`src/rtl/flash_cmd_pkg.sv`:
```
// Shared opcodes, status-bit position and state types for the flash erase sequencer.
package flash_cmd_pkg;

  localparam logic [7:0] CMD_WREN   = 8'h06;
  localparam logic [7:0] CMD_CE     = 8'hC7;
  localparam logic [7:0] CMD_RDSR   = 8'h05;
  localparam int         SR_WIP_BIT = 0;

  localparam logic [7:0] LEN_CMD  = 8'd8;
  localparam logic [7:0] LEN_POLL = 8'd16;

  typedef enum logic [3:0] {
    ST_IDLE,
    ST_WREN_REQ,
    ST_WREN_WAIT,
    ST_ERASE_REQ,
    ST_ERASE_WAIT,
    ST_GAP,
    ST_POLL_REQ,
    ST_POLL_WAIT,
    ST_FINISH
  } erase_state_e;

  typedef enum logic [1:0] {
    HS_IDLE,
    HS_ACK,
    HS_CMP
  } hs_state_e;

endpackage

```
`src/rtl/flash_txn_hs.sv`:
```
// Trigger/acknowledge/complete handshake with spictl, shared by every command the sequencer issues.
module flash_txn_hs
  import flash_cmd_pkg::*;
(
  input  logic sclk,
  input  logic rst,
  input  logic go,
  input  logic ctl_idle,
  output logic ctl_trig,
  output logic txn_done
);

  hs_state_e hs_q, hs_d;

  always_ff @(posedge sclk) begin
    if (rst) hs_q <= HS_IDLE;
    else     hs_q <= hs_d;
  end

  always_comb begin
    hs_d = hs_q;
    case (hs_q)
      HS_IDLE: if (go && ctl_idle) hs_d = HS_ACK;
      HS_ACK:  if (!ctl_idle)      hs_d = HS_CMP;
      HS_CMP:  if (ctl_idle)       hs_d = HS_IDLE;
      default:                     hs_d = HS_IDLE;
    endcase
  end

  // Trigger fires in the same cycle spictl reports idle so the poll gap carries one cycle of overhead.
  always_comb begin
    ctl_trig = (hs_q == HS_IDLE) && go && ctl_idle;
    txn_done = (hs_q == HS_CMP) && ctl_idle;
  end

endmodule

```
`src/rtl/flash_erase_seq.sv`:
```
// Chip-erase sequencer for spictl: WREN, CE, then RDSR polls until WIP clears.
// Define FLASH_ERASE_TIMEOUT_EN to abort with err after TIMEOUT_POLLS busy polls.
module flash_erase_seq
  import flash_cmd_pkg::*;
#(
  parameter int POLL_GAP      = 1000,
  parameter int TIMEOUT_POLLS = 65535,
  parameter int DATA_W        = 128
) (
  input  logic              sclk,
  input  logic              rst,
  input  logic              start,
  output logic              busy,
  output logic              done,
  output logic              err,
  output logic              ctl_trig,
  output logic [7:0]        ctl_len,
  output logic [DATA_W-1:0] ctl_data,
  input  logic              ctl_idle,
  input  logic [DATA_W-1:0] ctl_rdata
);

  localparam int               GAP_W    = (POLL_GAP > 1) ? $clog2(POLL_GAP) : 1;
  localparam logic [GAP_W-1:0] GAP_LAST = GAP_W'(POLL_GAP - 1);

  erase_state_e     state_q, state_d;
  logic [GAP_W-1:0] gap_q, gap_d;
  logic             go, txn_done;
  logic             unused_rdata;

  assign unused_rdata = ^ctl_rdata;

`ifdef FLASH_ERASE_TIMEOUT_EN
  localparam logic [15:0] POLL_LIMIT = 16'(TIMEOUT_POLLS);
  logic [15:0] poll_q, poll_d;
  logic        err_q, err_d;
  assign err = err_q;
`else
  logic unused_timeout;
  assign unused_timeout = (TIMEOUT_POLLS != 0);
  assign err = 1'b0;
`endif

  flash_txn_hs u_hs (
    .sclk     (sclk),
    .rst      (rst),
    .go       (go),
    .ctl_idle (ctl_idle),
    .ctl_trig (ctl_trig),
    .txn_done (txn_done)
  );

  always_ff @(posedge sclk) begin
    if (rst) begin
      state_q <= ST_IDLE;
      gap_q   <= '0;
`ifdef FLASH_ERASE_TIMEOUT_EN
      poll_q  <= '0;
      err_q   <= 1'b0;
`endif
    end else begin
      state_q <= state_d;
      gap_q   <= gap_d;
`ifdef FLASH_ERASE_TIMEOUT_EN
      poll_q  <= poll_d;
      err_q   <= err_d;
`endif
    end
  end

  always_comb begin
    state_d = state_q;
    gap_d   = gap_q;
`ifdef FLASH_ERASE_TIMEOUT_EN
    poll_d  = poll_q;
    err_d   = 1'b0;
`endif
    case (state_q)
      ST_IDLE: if (start) begin
        state_d = ST_WREN_REQ;
`ifdef FLASH_ERASE_TIMEOUT_EN
        poll_d  = '0;
`endif
      end
      ST_WREN_REQ:   if (ctl_trig) state_d = ST_WREN_WAIT;
      ST_WREN_WAIT:  if (txn_done) state_d = ST_ERASE_REQ;
      ST_ERASE_REQ:  if (ctl_trig) state_d = ST_ERASE_WAIT;
      ST_ERASE_WAIT: if (txn_done) state_d = ST_GAP;
      ST_GAP: begin
        if (gap_q == GAP_LAST) begin
          state_d = ST_POLL_REQ;
          gap_d   = '0;
        end else begin
          gap_d = gap_q + 1'b1;
        end
      end
      ST_POLL_REQ:   if (ctl_trig) state_d = ST_POLL_WAIT;
      ST_POLL_WAIT: if (txn_done) begin
`ifdef FLASH_ERASE_TIMEOUT_EN
        poll_d = poll_q + 16'd1;
        if (!ctl_rdata[SR_WIP_BIT]) begin
          state_d = ST_FINISH;
        end else if (poll_d >= POLL_LIMIT) begin
          state_d = ST_IDLE;
          err_d   = 1'b1;
        end else begin
          state_d = ST_GAP;
        end
`else
        state_d = ctl_rdata[SR_WIP_BIT] ? ST_GAP : ST_FINISH;
`endif
      end
      ST_FINISH: state_d = ST_IDLE;
      default:   state_d = ST_IDLE;
    endcase
  end

  // Command encoding is held through the whole REQ/WAIT pair so spictl sees stable data.
  always_comb begin
    busy     = (state_q != ST_IDLE) && (state_q != ST_FINISH);
    done     = (state_q == ST_FINISH);
    go       = 1'b0;
    ctl_len  = '0;
    ctl_data = '0;
    case (state_q)
      ST_WREN_REQ, ST_WREN_WAIT: begin
        go            = (state_q == ST_WREN_REQ);
        ctl_len       = LEN_CMD;
        ctl_data[7:0] = CMD_WREN;
      end
      ST_ERASE_REQ, ST_ERASE_WAIT: begin
        go            = (state_q == ST_ERASE_REQ);
        ctl_len       = LEN_CMD;
        ctl_data[7:0] = CMD_CE;
      end
      ST_POLL_REQ, ST_POLL_WAIT: begin
        go             = (state_q == ST_POLL_REQ);
        ctl_len        = LEN_POLL;
        ctl_data[15:0] = {CMD_RDSR, 8'h00};
      end
      default: ;
    endcase
  end

endmodule

```
`config.mk`:
```
export PLATFORM = sky130hd
export DESIGN_NAME = flash_erase_seq
export DESIGN_NICKNAME = d
export VERILOG_FILES = /design/src/rtl/flash_cmd_pkg.sv /design/src/rtl/flash_txn_hs.sv /design/src/rtl/flash_erase_seq.sv
export SDC_FILE = /design/constraint.sdc
export NUM_CORES = 1
export LEC_CHECK = 0
export CAP_MARGIN = 15
export CORE_AREA = 2 2 105 107
export CTS_BUF_LIST = sky130_fd_sc_hd__clkbuf_16
export DETAILED_ROUTE_END_ITERATION = 8
export DIE_AREA = 0 0 107 109
export PLACE_DENSITY = 0.75
export SKIP_CTS_REPAIR_TIMING = 1
export SLEW_MARGIN = 20
export SYNTH_ARGS = -nofsm -noshare
export SYNTH_HDL_FRONTEND = slang
export SYNTH_SLANG_ARGS = --single-unit
export TNS_END_PERCENT = 100
```
`constraint.sdc`:
```
create_clock -name sclk -period 1.9 [get_ports sclk]
set_clock_uncertainty 0.2 [all_clocks]
set_input_delay 0.38 -clock sclk [delete_from_list [all_inputs] [get_ports sclk]]
set_output_delay 0.38 -clock sclk [all_outputs]
set_load 0.1 [all_outputs]
```
Yosys cells after proc, flatten, opt, wreduce, memory -nomap -nowiden

Index checks and enable logic that the tools add are counted.
Widths: inputs -> output; s select.

Register bits after elaboration: 16
Latch bits: 0
Memory bits (writable): 0
Bits in read-only memories: 0
Input bits: 132
Logic and storage cells: 60
Memories kept: 0

Add/subtract/negate cells: 1
Multiply operators: 0
Div/mod/pow operators: 0
Order comparisons: 0
Equal/unequal tests: 23
Shifts and indexed selects: 0
Mux-type cells: 19
Bitwise logic cells: 0
Reductions and logical operators: 14

Operators by type and width:

| cell                  | count |
|---|---|
| $mux 4                | 9 |
| $pmux 4 s8            | 1 |
| $ne 2x2->1 const B    | 10 |
| $eq 4x3->1 const B    | 4 |
| $pmux 8 s2            | 1 |
| $add 10x1->10 const B | 1 |
| $eq 10x10->1 const B  | 1 |
| $mux 10               | 1 |
| $pmux 5 s2            | 1 |
| $eq 4x2->1 const B    | 2 |
| $reduce_and 8->1      | 1 |
| $mux 2                | 3 |
| $pmux 2 s3            | 1 |
| $reduce_or 2->1       | 3 |
| $logic_and 1x1->1     | 5 |
| $eq 4x1->1 const B    | 1 |
| $eq 4x4->1 const B    | 1 |
| $logic_not 4->1       | 1 |
| $ne 4x4->1 const B    | 1 |
| $reduce_bool 4->1     | 1 |
| $reduce_or 4->1       | 1 |
| $mux 3                | 1 |
| $pmux 1 s3            | 1 |
| $reduce_and 3->1      | 1 |
| other kinds (4)       | 4 |

Longest topological paths before layout

Gate-level depths: netlist of the first run.

Word-level depth: 7
Mapped depth: 7
Mapped depth without buffers: 6

Modules after synthesis

From an unflattened synthesis of the first run, not the netlist that was laid out.

Cell total of the unflattened synthesis: 245
Area, all modules: 1901.8 sq um

By module, submodules not included:

| module          | instances | cells an instance | area each (sq um) | seq. area each (sq um) |
|---|---|---|---|---|
| flash_erase_seq | 1         | 237               | 1801.7            | 280.3 |
| flash_txn_hs    | 1         | 8                 | 100.1             | 40.0 |

Worst setup path after synthesis of the first run

Ideal clock, no wire load.

Path kind: register to output
Start point: register state_q[1]
End point: output ctl_data[6]
Data arrival time: 2.811 ns
Required time: 1.320 ns
Path slack: -1.491 ns
Stages on the path, launching flop included: 5
Buffers on the path: 2
Cells stage by stage: dfxtp_1 > clkbuf_1 > nand3_1 > a21oi_1 > buf_4

Longest elaborated chain between the ends: 3

Ends and longest elaborated chain:

| element                            | RTL line               | source |
|---|---|---|
| from (decl)                        | flash_erase_seq.sv:26  | `erase_state_e state_q, state_d;` |
| from (signal assigned)             | flash_erase_seq.sv:62  | `state_q <= state_d;` |
| $eq 4x2->1 (tied with other cells) | flash_erase_seq.sv:125 | `case (state_q)` |
| $reduce_or 2->1                    | -                      |  |
| $pmux 8 s2 (*)                     | flash_erase_seq.sv:125 |  |
| to (decl)                          | flash_erase_seq.sv:18  | `output logic [DATA_W-1:0] ctl_data,` |

Every way passes the cells marked *; elsewhere a longest branch is shown, timed or not.

Final worst setup path of the first run

Start point: register state_q[0]
End point: output ctl_trig

Longest elaborated chain between the ends: 5

Ends and longest elaborated chain:

| element                                   | RTL line                                       | source |
|---|---|---|
| $eq 4x3->1 (tied with other cells)        | flash_erase_seq.sv:125, flash_erase_seq.sv:137 |  |
| $reduce_or 2->1, on equally long branches | -                                              |  |
| $pmux 1 s3 (*)                            | flash_erase_seq.sv:125                         |  |
| $logic_and 1x1->1 (*) (2 in series)       | flash_txn_hs.sv:32                             | `ctl_trig = (hs_q == HS_IDLE) && go && ctl_idle;` |
| to (decl)                                 | flash_erase_seq.sv:16                          | `output logic ctl_trig,` |

Marked as above.

==> results of run 1 <==
## synth_stat cells (all sizes together), types with 2 or more instances
cell	count	share of area, %
a211oi	2	0.76
or3	2	0.88
and3	2	0.63
nor3	6	2.1
clkbuf	4	0.76
xnor2	2	0.88
nand2	13	2.5
inv	3	0.82
o21ai	6	1.5
a311oi	3	1.6
nand4	3	0.95
a22oi	2	0.76
nand2b	2	0.63
nand3	5	1.3
nor4	2	0.95
buf	135	51
dfxtp	16	16
a21oi	6	1.5
xor2	6	2.6
nor2	16	3.4
## kinds of logic after synthesis
logic type / after synthesis / synth area share (%)
flops: 16 / 16.1
buf+inv: 142 / 52.6
fa+ha+maj: 1 / 0.630
other cells: 1 / 0.189
mux: 1 / 0.504
compound gates: 26 / 9.39
simple gates: 58 / 17.0
xor+xnor: 8 / 3.53
## flip-flops by register name, indices dropped and copies added, names as in the netlist
| name | flops |
|---|---|
| state_q | 4 |
| u_hs.hs_q | 2 |
| gap_q | 10 |
## stage by stage
step                      hold WS, ns  util (%)  setup TNS (ns)
final                           0.170      22.1          -0.418
after global routing            0.202      22.1           -1.10
after CTS                       0.325      21.0           -1.59
after detailed placement        0.321      20.2           -1.75
after global placement          0.318      20.2           -1.73
after floorplan                 0.257         -          -0.703
## path summary, 6_finish.rpt
| path | startpoint | end | slack, ns | depth (start not counted) |
|---|---|---|---|---|
| max | state_q[0] | ctl_trig | -0.09 | 6 |
| min | ctl_idle | u_hs.hs_q[1] | 0.17 | 2 |
| max reg2reg | state_q[2] | state_q[2] | -0.03 | 5 |
| min reg2reg | gap_q[6] | gap_q[6] | 0.30 | 1 |
## final cells by class
class	instances	share of cell area, %
Clock buffer	3	3.20
Clock inverter	1	0.160
Inverter	3	0.694
Multi-Input combinational cell	222	52.9
Sequential cell	16	14.1
Tap cell	140	7.47
Timing Repair Buffer	42	21.4
## routing by layer
layer / share of wire (%) / vias to the layer above / global-route usage [%]
met5: 0 / - / 0
met4: 2.2 / 0 / 3.43
met3: 10 / 5 / 0.956
met2: 50 / 98 / 8.69
met1: 37 / 623 / 6.41
li1: - / 644 / -
## worst register-to-register path, cell delays in order, from the launching register on
cell     delay [ns]
dfxtp_2        0.38
inv_6          0.03
or4_4          0.56
nor2_4         0.26
or3_4          0.22
mux2i_1        0.20
## power groups by stage
stage / clock network [mW] / registers (mW) / logic [mW]
floorplan: 0 / 0.399 / 2.51
global placement: 0 / 0.434 / 2.75
detailed placement: 0 / 0.434 / 2.76
CTS: 0.411 / 0.427 / 2.77
global route: 0.442 / 0.442 / 2.94
finish: 0.413 / 0.436 / 2.85
==> reports/qor.txt, run 1 <==
clk_lat worst skew: 0.25 ns
logic gate share of total power: 77.1%
Design Area, Final: 2340 µm²
Mean Syn Cell Area: 7.84 µm²
vias in the first global route: 975
Sw Ratio: 63.5%
Initial Util: 18.7%
TritonCTS Sinks: 16
via count: 1370
Initial DRC Count: 17
remaining antenna violation count: 0
CTS tree: yes
Fillers: 1150
mapped cell area: 1980 µm²
Synth Flop Type: dfxtp_1
commonest non-fill, non-tap cell in the layout: conb_1
grt total ovfl: 0
DRC: 0
chip height: 109 µm
Crit-path slowest cell: dfxtp_2
Final Power: 3.70 mW
P_leak: 1.11 nW
All-Layer GR Usage: 5.31%
Worst-path clk slew: 0.05 ns
total power per unit cell area: 1580 nW/µm²
switching power: 2.35 mW
Inserted Diodes: 0
die width: 107 µm
crit share post-route: 105%
EDFF count, synth: 0
Final Max Tran Viols: 0
Worst EP required: 1.32 ns
placed inst area: 2150 µm²
yosys warns: 0
critical path cell sequence: buf_12 -> nor2b_4 -> nand2_2 -> a21oi_2 -> and2_4 -> buf_12
Tmin final: 1.99 ns
clk root buf: clkbuf_16
wire per inst: 8.33 µm
sequential element share of the synthesized area: 16.1%
max_cap viols: 0
initial antenna violation count: 0
Vias per Instance: 3.21
Layout area overhead: 18.2%
largest net degree at the start of global routing: 15
f_max: 502 MHz
cell class contributing the biggest share of worst-path delay: simple AND/OR/NAND/NOR gates
Netlist cell types: 46
share of post-route cells with drive strength above 1: 28.6%
first-pass GRT wire length: 4910 µm
CTS Buffer Depth: 2
commonest cells after routing, fill and taps aside: 128 x conb_1, 22 x buf_4, 13 x buf_12
Reg power frac: 11.8%
Int Power: 1.35 mW
Max IR drop VDD: 0.00119 V
CTS H-tree depth: 1
Post-Place Cells: 418
half-perimeter wire length after placement: 2610 µm
status: finished with violations
Ports: 272
NumNets Final: 421
Final Setup Violations: 8
CP Launch Type: flip-flop
RSZ-0062 raised after global routing: true
count of input and output buffers: 16
critical path peak fanout: 10
GP Congestion: 0.792
Reg area: 332 µm²
clock network power share: 11.2%
violated checks: negative setup slack
crit path buf inv count: 2
setup ws final: -0.0940 ns
Rows: 38
pre-CTS setup slack: -0.421 ns
multi-input combinational cell area: 1240 µm²
total CTS buffers: 3
Final Hold Fails: 0
drt total wl: 3560 µm
flops & latches, synth: 16
drt pass-1 iters: 4
fin cells: 427
Syn Inst Count: 253
CP most frequent cell: buf_12
Worst Hold Class: input pin to flip-flop
die area: 11700 µm²
critical path arrival: 1.41 ns
Crit. End Element: output port
asr flop ratio synth: 0%
Critical Path Max Stage Delay: 0.33 ns
CP Class: flip-flop to output port
Core ar.: 10600 µm²
Note: power is estimated with default switching activity, not from simulation.
==> run 2: changes to the inputs <==
Settings changed: SETUP_SLACK_MARGIN set to 0.02.
==> run 2 against run 1 <==
  * First-iteration DRC count grew to 2.6 times the previous value
  * Via count increased by 5.0%
  * Highest routed layer unchanged
  * Clock power shrank 1%
  * Critical endpoint unchanged
  * Wire length is 1.4% higher
  * The run still ends with negative setup slack left
  * Largest power group unchanged
==> reports/qor.txt, run 2 (synthesis gave the netlist of run 1 again) <==
critical path peak fanout: 5 (was 10)
GP Congestion: 0.808 (was 0.792)
Core ar.: 10600 µm² (unchanged)
grt total ovfl: 0 (unchanged)
Final Setup Violations: 7 (was 8)
die width: 107 µm (unchanged)
Int Power: 1.41 mW (was 1.35 mW)
critical path arrival: 1.42 ns (was 1.41 ns)
drt pass-1 iters: 4 (unchanged)
clk_lat worst skew: 0.25 ns (about the same)
TritonCTS Sinks: 16 (unchanged)
vias in the first global route: 985 (was 975)
Final Hold Fails: 0 (unchanged)
Layout area overhead: 20.9% (was 18.2%)
Worst-path clk slew: 0.05 ns (about the same)
die area: 11700 µm² (unchanged)
Worst EP required: 1.32 ns (about the same)
biggest regs: gap_q (10), state_q (4), u_hs.hs_q (2) (unchanged)
CP Launch Type: flip-flop (unchanged)
r2r startpoint: state_q[2] (unchanged)
Final Power: 3.77 mW (was 3.70 mW)
CP Class: flip-flop to output port (unchanged)
half-perimeter wire length after placement: 2570 µm (was 2610 µm)
Reg power frac: 11.6% (was 11.8%)
Worst Hold Class: input pin to flip-flop (unchanged)
initial antenna violation count: 0 (unchanged)
wire per inst: 8.33 µm (about the same)
Vias per Instance: 3.32 (was 3.21)
CP endpoint: ctl_trig (unchanged)
max reg flops: 10 (unchanged)
f_max: 499 MHz (was 502 MHz)
Tmin final: 2.00 ns (was 1.99 ns)
NumNets Final: 427 (was 421)
worst r2r dst: state_q[0] (was state_q[2])
Critical Path Max Stage Delay: 0.33 ns (about the same)
Final Max Tran Viols: 0 (unchanged)
DRC: 0 (unchanged)
total power per unit cell area: 1570 nW/µm² (was 1580 nW/µm²)
count of input and output buffers: 16 (unchanged)
logic gate share of total power: 77.6% (was 77.1%)
Max IR drop VDD: 0.00120 V (was 0.00119 V)
R2R setup slack: 0.04 ns (was -0.03 ns)
max_cap viols: 0 (unchanged)
via count: 1438 (was 1370)
All-Layer GR Usage: 5.16% (was 5.31%)
Initial DRC Count: 45 (was 17)
crit share post-route: 105% (about the same)
CTS Buffer Depth: 2 (unchanged)
CTS tree: yes (unchanged)
P_leak: 1.14 nW (was 1.11 nW)
remaining antenna violation count: 0 (unchanged)
Crit. End Element: output port (unchanged)
commonest cells after routing, fill and taps aside: 128 x conb_1, 25 x buf_4, 13 x buf_12 (was 128 x conb_1, 22 x buf_4, 13 x buf_12)
first-pass GRT wire length: 4750 µm (was 4910 µm)
violated checks: negative setup slack (unchanged)
Setup crit start: state_q[0] (unchanged)
commonest non-fill, non-tap cell in the layout: conb_1 (unchanged)
Initial Util: 18.7% (unchanged)
total CTS buffers: 3 (unchanged)
RSZ-0062 raised after global routing: true (unchanged)
share of post-route cells with drive strength above 1: 28.0% (was 28.6%)
Crit-path slowest cell: dfxtp_2 (unchanged)
final hold slack: 0.185 ns (was 0.170 ns)
Register-to-Register Path Depth: 7 (was 5)
switching power: 2.36 mW (was 2.35 mW)
clk root buf: clkbuf_16 (unchanged)
total negative slack: -0.371 ns (was -0.418 ns)
pre-CTS setup slack: -0.432 ns (was -0.421 ns)
chip height: 109 µm (unchanged)
Sw Ratio: 62.7% (was 63.5%)
status: finished with violations (unchanged)
clock network power share: 10.8% (was 11.2%)
CTS H-tree depth: 1 (unchanged)
Rows: 38 (unchanged)
drt total wl: 3610 µm (was 3560 µm)
largest net degree at the start of global routing: 16 (was 15)
Largest Register: gap_q (unchanged)
setup ws final: -0.103 ns (was -0.0940 ns)
critical path cell sequence: buf_6 -> nor2b_4 -> nand2_2 -> a21oi_4 -> and2_4 -> buf_12 (was buf_12 -> nor2b_4 -> nand2_2 -> a21oi_2 -> and2_4 -> buf_12)
Inserted Diodes: 0 (unchanged)
Ports: 272 (unchanged)
run 2: cell count changes in the layout (fill, tap and decap cells not counted), moves of 2 or more:
cell,delta
dfxtp_1,+2
buf_4,+3
a21oi_2,-2
dfxtp_2,-3
buf_6,+3
run 2: layer usage:
layer  track usage [%]  vias to the layer above  wire length, µm
met2              8.33                      104             1830
met4              3.62                        0              110
met3             0.837                        6              364
met1              6.26                      670             1310
met5                 0                        -                0
li1                  -                      658                -
run 2: power groups by stage:
stage | Sequential (mW) | Clock, mW | Combinational, mW
after global routing | 0.441 | 0.435 | 3.01
final | 0.436 | 0.409 | 2.93
after detailed placement | 0.429 | 0 | 2.77
after floorplan | 0.399 | 0 | 2.51
after global placement | 0.428 | 0 | 2.76
after CTS | 0.423 | 0.418 | 2.77
run 2: through the flow:
step	instances	util [%]	cell area, µm²
5_1_grt	433	22.6	2400
2_1_floorplan	380	-	2610
6_report	433	22.6	2400
3_3_place_gp	420	20.4	2160
3_5_place_dp	420	20.4	2160
4_1_cts	424	21.1	2240
run 2: how the worst min path moves through the flow:
| stage | depth (start not counted) | endpoint | start |
|---|---|---|---|
| 5_1_grt | 2 | u_hs.hs_q[1] | ctl_idle |
| 4_1_cts | 1 | gap_q[6] | gap_q[6] |
| 2_1_floorplan | 1 | u_hs.hs_q[1] | ctl_idle |
| 3_5_place_dp | 1 | gap_q[6] | gap_q[6] |
| 3_3_place_gp | 2 | u_hs.hs_q[0] | u_hs.hs_q[0] |
| 6_report | 2 | u_hs.hs_q[1] | ctl_idle |
run 2: critical path, delay by kind of cell, from the launching register on:
kind / cells / cell delay, ns
AND/OR/NAND/NOR: 3 / 0.39
flip-flops: 1 / 0.33
buffers and inverters: 2 / 0.31
AO/OA/AOI/OAI: 1 / 0.15
run 2: final cells by class:
| type | count | area (µm²) |
|---|---|---|
| sequential | 16 | 332 |
| inverter | 3 | 16.3 |
| multi-input combinational | 222 | 1240 |
| clock buffer | 3 | 75.1 |
| fill | 1127 | 8200 |
| timing repair buffer | 48 | 558 |
| clock inverter | 1 | 3.75 |
| tap | 140 | 175 |
==> run 3: changes to the inputs <==
Settings changed: PLACE_DENSITY 0.75 to 0.78.
==> run 3 against run 2 <==
  * The run still ends with negative setup slack left
  * Sequential share of layout area rose by 0.23 points
  * Worst hold slack got worse by 0.019 ns
  * Critical path type unchanged
  * Clock power rose by 6.6%
==> reports/qor.txt, run 3 (synthesis gave the netlist of run 1 again) <==
wire per inst: 8.69 µm (was 8.33 µm)
final hold slack: 0.167 ns (was 0.185 ns)
GP Congestion: 0.857 (was 0.808)
Vias per Instance: 3.33 (was 3.32)
largest net degree at the start of global routing: 15 (was 16)
remaining antenna violation count: 0 (unchanged)
Post-Place Cells: 420 (unchanged)
biggest regs: gap_q (10), state_q (4), u_hs.hs_q (2) (unchanged)
Inserted Diodes: 0 (unchanged)
CTS Buffer Depth: 2 (unchanged)
All-Layer GR Usage: 5.23% (was 5.16%)
Final Power: 3.77 mW (about the same)
CTS tree: yes (unchanged)
critical path peak fanout: 5 (unchanged)
first-pass GRT wire length: 4710 µm (was 4750 µm)
chip height: 109 µm (unchanged)
Core ar.: 10600 µm² (unchanged)
count of input and output buffers: 16 (unchanged)
total power per unit cell area: 1580 nW/µm² (was 1570 nW/µm²)
Largest Register: gap_q (unchanged)
max_cap viols: 0 (unchanged)
die area: 11700 µm² (unchanged)
half-perimeter wire length after placement: 2710 µm (was 2570 µm)
RSZ-0062 raised after global routing: true (unchanged)
critical path arrival: 1.44 ns (was 1.42 ns)
commonest non-fill, non-tap cell in the layout: conb_1 (unchanged)
Core Util, Final: 22.5% (was 22.6%)
drt total wl: 3750 µm (was 3610 µm)
Tmin final: 2.02 ns (was 2.00 ns)
die width: 107 µm (unchanged)
TritonCTS Sinks: 16 (unchanged)
clk_lat worst skew: 0.26 ns (was 0.25 ns)
Rows: 38 (unchanged)
total negative slack: -0.427 ns (was -0.371 ns)
Int Power: 1.37 mW (was 1.41 mW)
Worst EP required: 1.32 ns (about the same)
violated checks: negative setup slack (unchanged)
via count: 1437 (was 1438)
logic gate share of total power: 77.3% (was 77.6%)
initial antenna violation count: 0 (unchanged)
share of post-route cells with drive strength above 1: 30.8% (was 28.0%)
Design Area, Final: 2390 µm² (was 2400 µm²)
grt total ovfl: 0 (unchanged)
switching power: 2.40 mW (was 2.36 mW)
vias in the first global route: 923 (was 985)
CP Launch Type: flip-flop (unchanged)
Max IR drop VDD: 0.00106 V (was 0.00120 V)
NumNets Final: 426 (was 427)
crit share post-route: 106% (was 105%)
DRC: 0 (unchanged)
Sw Ratio: 63.7% (was 62.7%)
Crit. End Element: output port (unchanged)
CTS H-tree depth: 1 (unchanged)
drt pass-1 iters: 4 (unchanged)
commonest cells after routing, fill and taps aside: 128 x conb_1, 27 x buf_4, 12 x buf_12 (was 128 x conb_1, 25 x buf_4, 13 x buf_12)
status: finished with violations (unchanged)
Final Setup Violations: 7 (unchanged)
Worst-path clk slew: 0.05 ns (about the same)
Fillers: 1129 (was 1127)
P_leak: 1.14 nW (about the same)
Final Max Tran Viols: 0 (unchanged)
clk root buf: clkbuf_16 (unchanged)
Initial DRC Count: 32 (was 45)
Layout area overhead: 20.3% (was 20.9%)
Ports: 272 (unchanged)
fin cells: 432 (was 433)
Initial Util: 18.7% (unchanged)
placed inst area: 2150 µm² (was 2160 µm²)
Final Hold Fails: 0 (unchanged)
pre-CTS setup slack: -0.453 ns (was -0.432 ns)
total CTS buffers: 3 (unchanged)
f_max: 496 MHz (was 499 MHz)
Reg power frac: 11.1% (was 11.6%)
setup ws final: -0.115 ns (was -0.103 ns)
max reg flops: 10 (unchanged)
CP Class: flip-flop to output port (unchanged)
Worst Hold Class: input pin to flip-flop (unchanged)
clock network power share: 11.6% (was 10.8%)
run 3: worst paths after layout:
kind / start / end / slack, ns / cells past startpoint
max reg2reg: state_q[0] / state_q[2] / -0.04 / 7
min reg2reg: gap_q[6] / gap_q[6] / 0.30 / 1
max: state_q[0] / ctl_trig / -0.12 / 6
min: ctl_idle / u_hs.hs_q[1] / 0.17 / 2
run 3: power groups by stage:
stage / clock network (mW) / logic, mW / registers (mW)
after global routing: 0.455 / 2.99 / 0.424
after floorplan: 0 / 2.51 / 0.399
after global placement: 0 / 2.72 / 0.429
final: 0.436 / 2.91 / 0.417
after CTS: 0.439 / 2.73 / 0.422
after detailed placement: 0 / 2.73 / 0.430
run 3: final cells by class:
type | instances | area, µm² | share of cell area (%)
Clock buffer | 3 | 75.1 | 3.14
Clock inverter | 1 | 3.75 | 0.157
Inverter | 3 | 16.3 | 0.681
Multi-Input combinational cell | 222 | 1260 | 52.7
Sequential cell | 16 | 335 | 14.0
Tap cell | 140 | 175 | 7.34
Timing Repair Buffer | 47 | 524 | 22.0
run 3: metal layers:
layer,share of wire [%],routed length [µm],vias to the layer above,track usage (%)
li1,-,-,654,-
met1,37,1390,657,6.37
met2,49,1840,119,8.33
met3,11,412,7,0.658
met4,3.0,113,0,4.17
met5,0,0,-,0
run 3: worst max-delay path, cell delays in order (launching register included):
cell,delay (ns)
dfxtp_2,0.33
buf_6,0.13
nor2b_4,0.14
nand2_2,0.08
a21oi_4,0.15
and2_4,0.18
buf_12,0.17
==> RTL edit, RTL diff (settings of run 2) <==
Change the parameter `POLL_GAP` from 1000 to 2000.
--- a/src/rtl/flash_erase_seq.sv
+++ b/src/rtl/flash_erase_seq.sv
@@ -3,7 +3,7 @@
 module flash_erase_seq
   import flash_cmd_pkg::*;
 #(
-  parameter int POLL_GAP      = 1000,
+  parameter int POLL_GAP      = 2000,
   parameter int TIMEOUT_POLLS = 65535,
   parameter int DATA_W        = 128
 ) (
Function: same outputs for any inputs over 10 cycles, from zero or initial values and one cycle with rst high; that may be too few to reach the edited logic, so the function may still have changed.
==> RTL edit against run 2 <==
- the run still ends with negative setup slack left
- combinational power fell by 33%
- non-clock buffer count rose by 10
- synthesized area rose by 4.5%
- sequential cell count rose by 1
- design area rose by 6.0%
- wire length rose by 5.1%
- cell count rose by 5.5%
- synthesized cell count rose by 7.5%
- total power fell by 26%
- utilization rose by 1.4 points
- worst setup slack got worse by 0.019 ns
- critical path type unchanged
- critical endpoint is now ctl_data[0]
==> RTL edit: results (changes against run 2) <==
starting DRC count in detailed routing 70 (+56%); failing checks negative setup slack; largest net degree at the start of global routing 18 (+2); CP max FO 8 (+3); setup violation total in the final timing report 9 (+2); post-route setup TNS -0.721 ns (-0.350 ns); routability congestion estimate from global placement 0.786 (-2.8%); setup slack on the worst flop-to-flop path 0 ns (-0.04 ns); endpoint arrival time on the critical path 1.44 ns (+0.02 ns); share of layout cells above drive strength 1 29.3% (+1.4 points); worst r2r dst state_q[2]$_SDFFE_PP0P_; leakage power summed over all cells 1.14 nW (-0.31%); stage delay of the slowest cell on the critical path 0.37 ns (+0.04 ns); Via-to-Cell Ratio 3.39 (+2.1%); dominant delay contributor by cell family on the critical path flip-flops; number of nets in the final layout 451 (+5.6%); outcome finished with violations; Filler cells 1,146 (+1.7%); count of cell types in the netlist 45 (-2.2%); top cells by instance count after synthesis 133 x buf_4, 18 x nor2_1, 17 x dfxtp_1, 15 x nand2_1, 12 x a21oi_1; Area contributors post-synth buf_4 48%, dfxtp_1 16%, nor2_1 3.3%; destination of the critical timing path ctl_data[0]; placed standard-cell area 0.00222 mm² (+2.8%); Power Internal 0.00103 W (-27%); registers with the highest flip-flop counts gap_q: 11 flops, state_q: 4 flops, u_hs.hs_q: 2 flops; vias in the first global route 1,137 (+15%); first-pass GRT wire length 5130 µm (+7.8%); final setup slack of the worst path -0.122 ns (-0.0192 ns); worst supply voltage drop on vdd 0.677 mV (-44%)
RTL edit: how the worst min path moves through the flow:
stage / startpoint / to / slack (ns) / cells past startpoint
2_1_floorplan: ctl_idle / u_hs.hs_q[1]$_SDFFE_PP0P_ / 0.26 / 1
3_3_place_gp: gap_q[9]$_SDFFE_PP0P_ / gap_q[9]$_SDFFE_PP0P_ / 0.28 / 2
3_5_place_dp: gap_q[9]$_SDFFE_PP0P_ / gap_q[9]$_SDFFE_PP0P_ / 0.28 / 2
4_1_cts: gap_q[9]$_SDFFE_PP0P_ / gap_q[9]$_SDFFE_PP0P_ / 0.29 / 2
5_1_grt: ctl_idle / u_hs.hs_q[1]$_SDFFE_PP0P_ / 0.27 / 2
6_report: ctl_idle / u_hs.hs_q[1]$_SDFFE_PP0P_ / 0.24 / 2
RTL edit: cell families after synthesis:
group / synth area share, %
simple gates: 19.0
compound gates: 10.2
fa+ha+maj: 0.603
xor+xnor: 1.27
flops: 16.4
buf+inv: 52.4
other cells: 0.181
RTL edit: routing by layer:
layer | global-route usage (%) | routed length [µm] | up-vias
li1 | - | - | 737
met1 | 6.55 | 1430 | 711
met2 | 9.05 | 1940 | 95
met3 | 0.897 | 335 | 6
met4 | 3.90 | 96 | 0
met5 | 0 | 0 | -
RTL edit: power by group through the flow:
stage,Clock [W],Sequential (W),Combinational (W)
final,0.000431,0.000400,0.00197
after global routing,0.000452,0.000404,0.00202
after CTS,0.000441,0.000402,0.00184
after detailed placement,0,0.000409,0.00184
after global placement,0,0.000408,0.00183
after floorplan,0,0.000384,0.00187
RTL edit: area by class of cell:
cell class	count	share of cell area [%]
timing repair buffer	58	24.4
sequential	17	14.1
clock buffer	3	2.95
clock inverter	1	0.197
tap	140	6.88
multi-input combinational	236	51.1
inverter	2	0.393
RTL edit: per-stage QoR:
step           util [%]  std cells
2_1_floorplan         -        399
3_3_place_gp       21.0        440
3_5_place_dp       21.0        440
4_1_cts            21.7        444
5_1_grt            24.0        457
6_report           24.0        457
RTL edit: worst reg2reg max path, stage by stage (launching register included):
cell	delay, ns
dfxtp_4	0.39
buf_4	0.13
or3b_4	0.39
a31oi_4	0.17
o221ai_2	0.19
a221oi_1	0.32
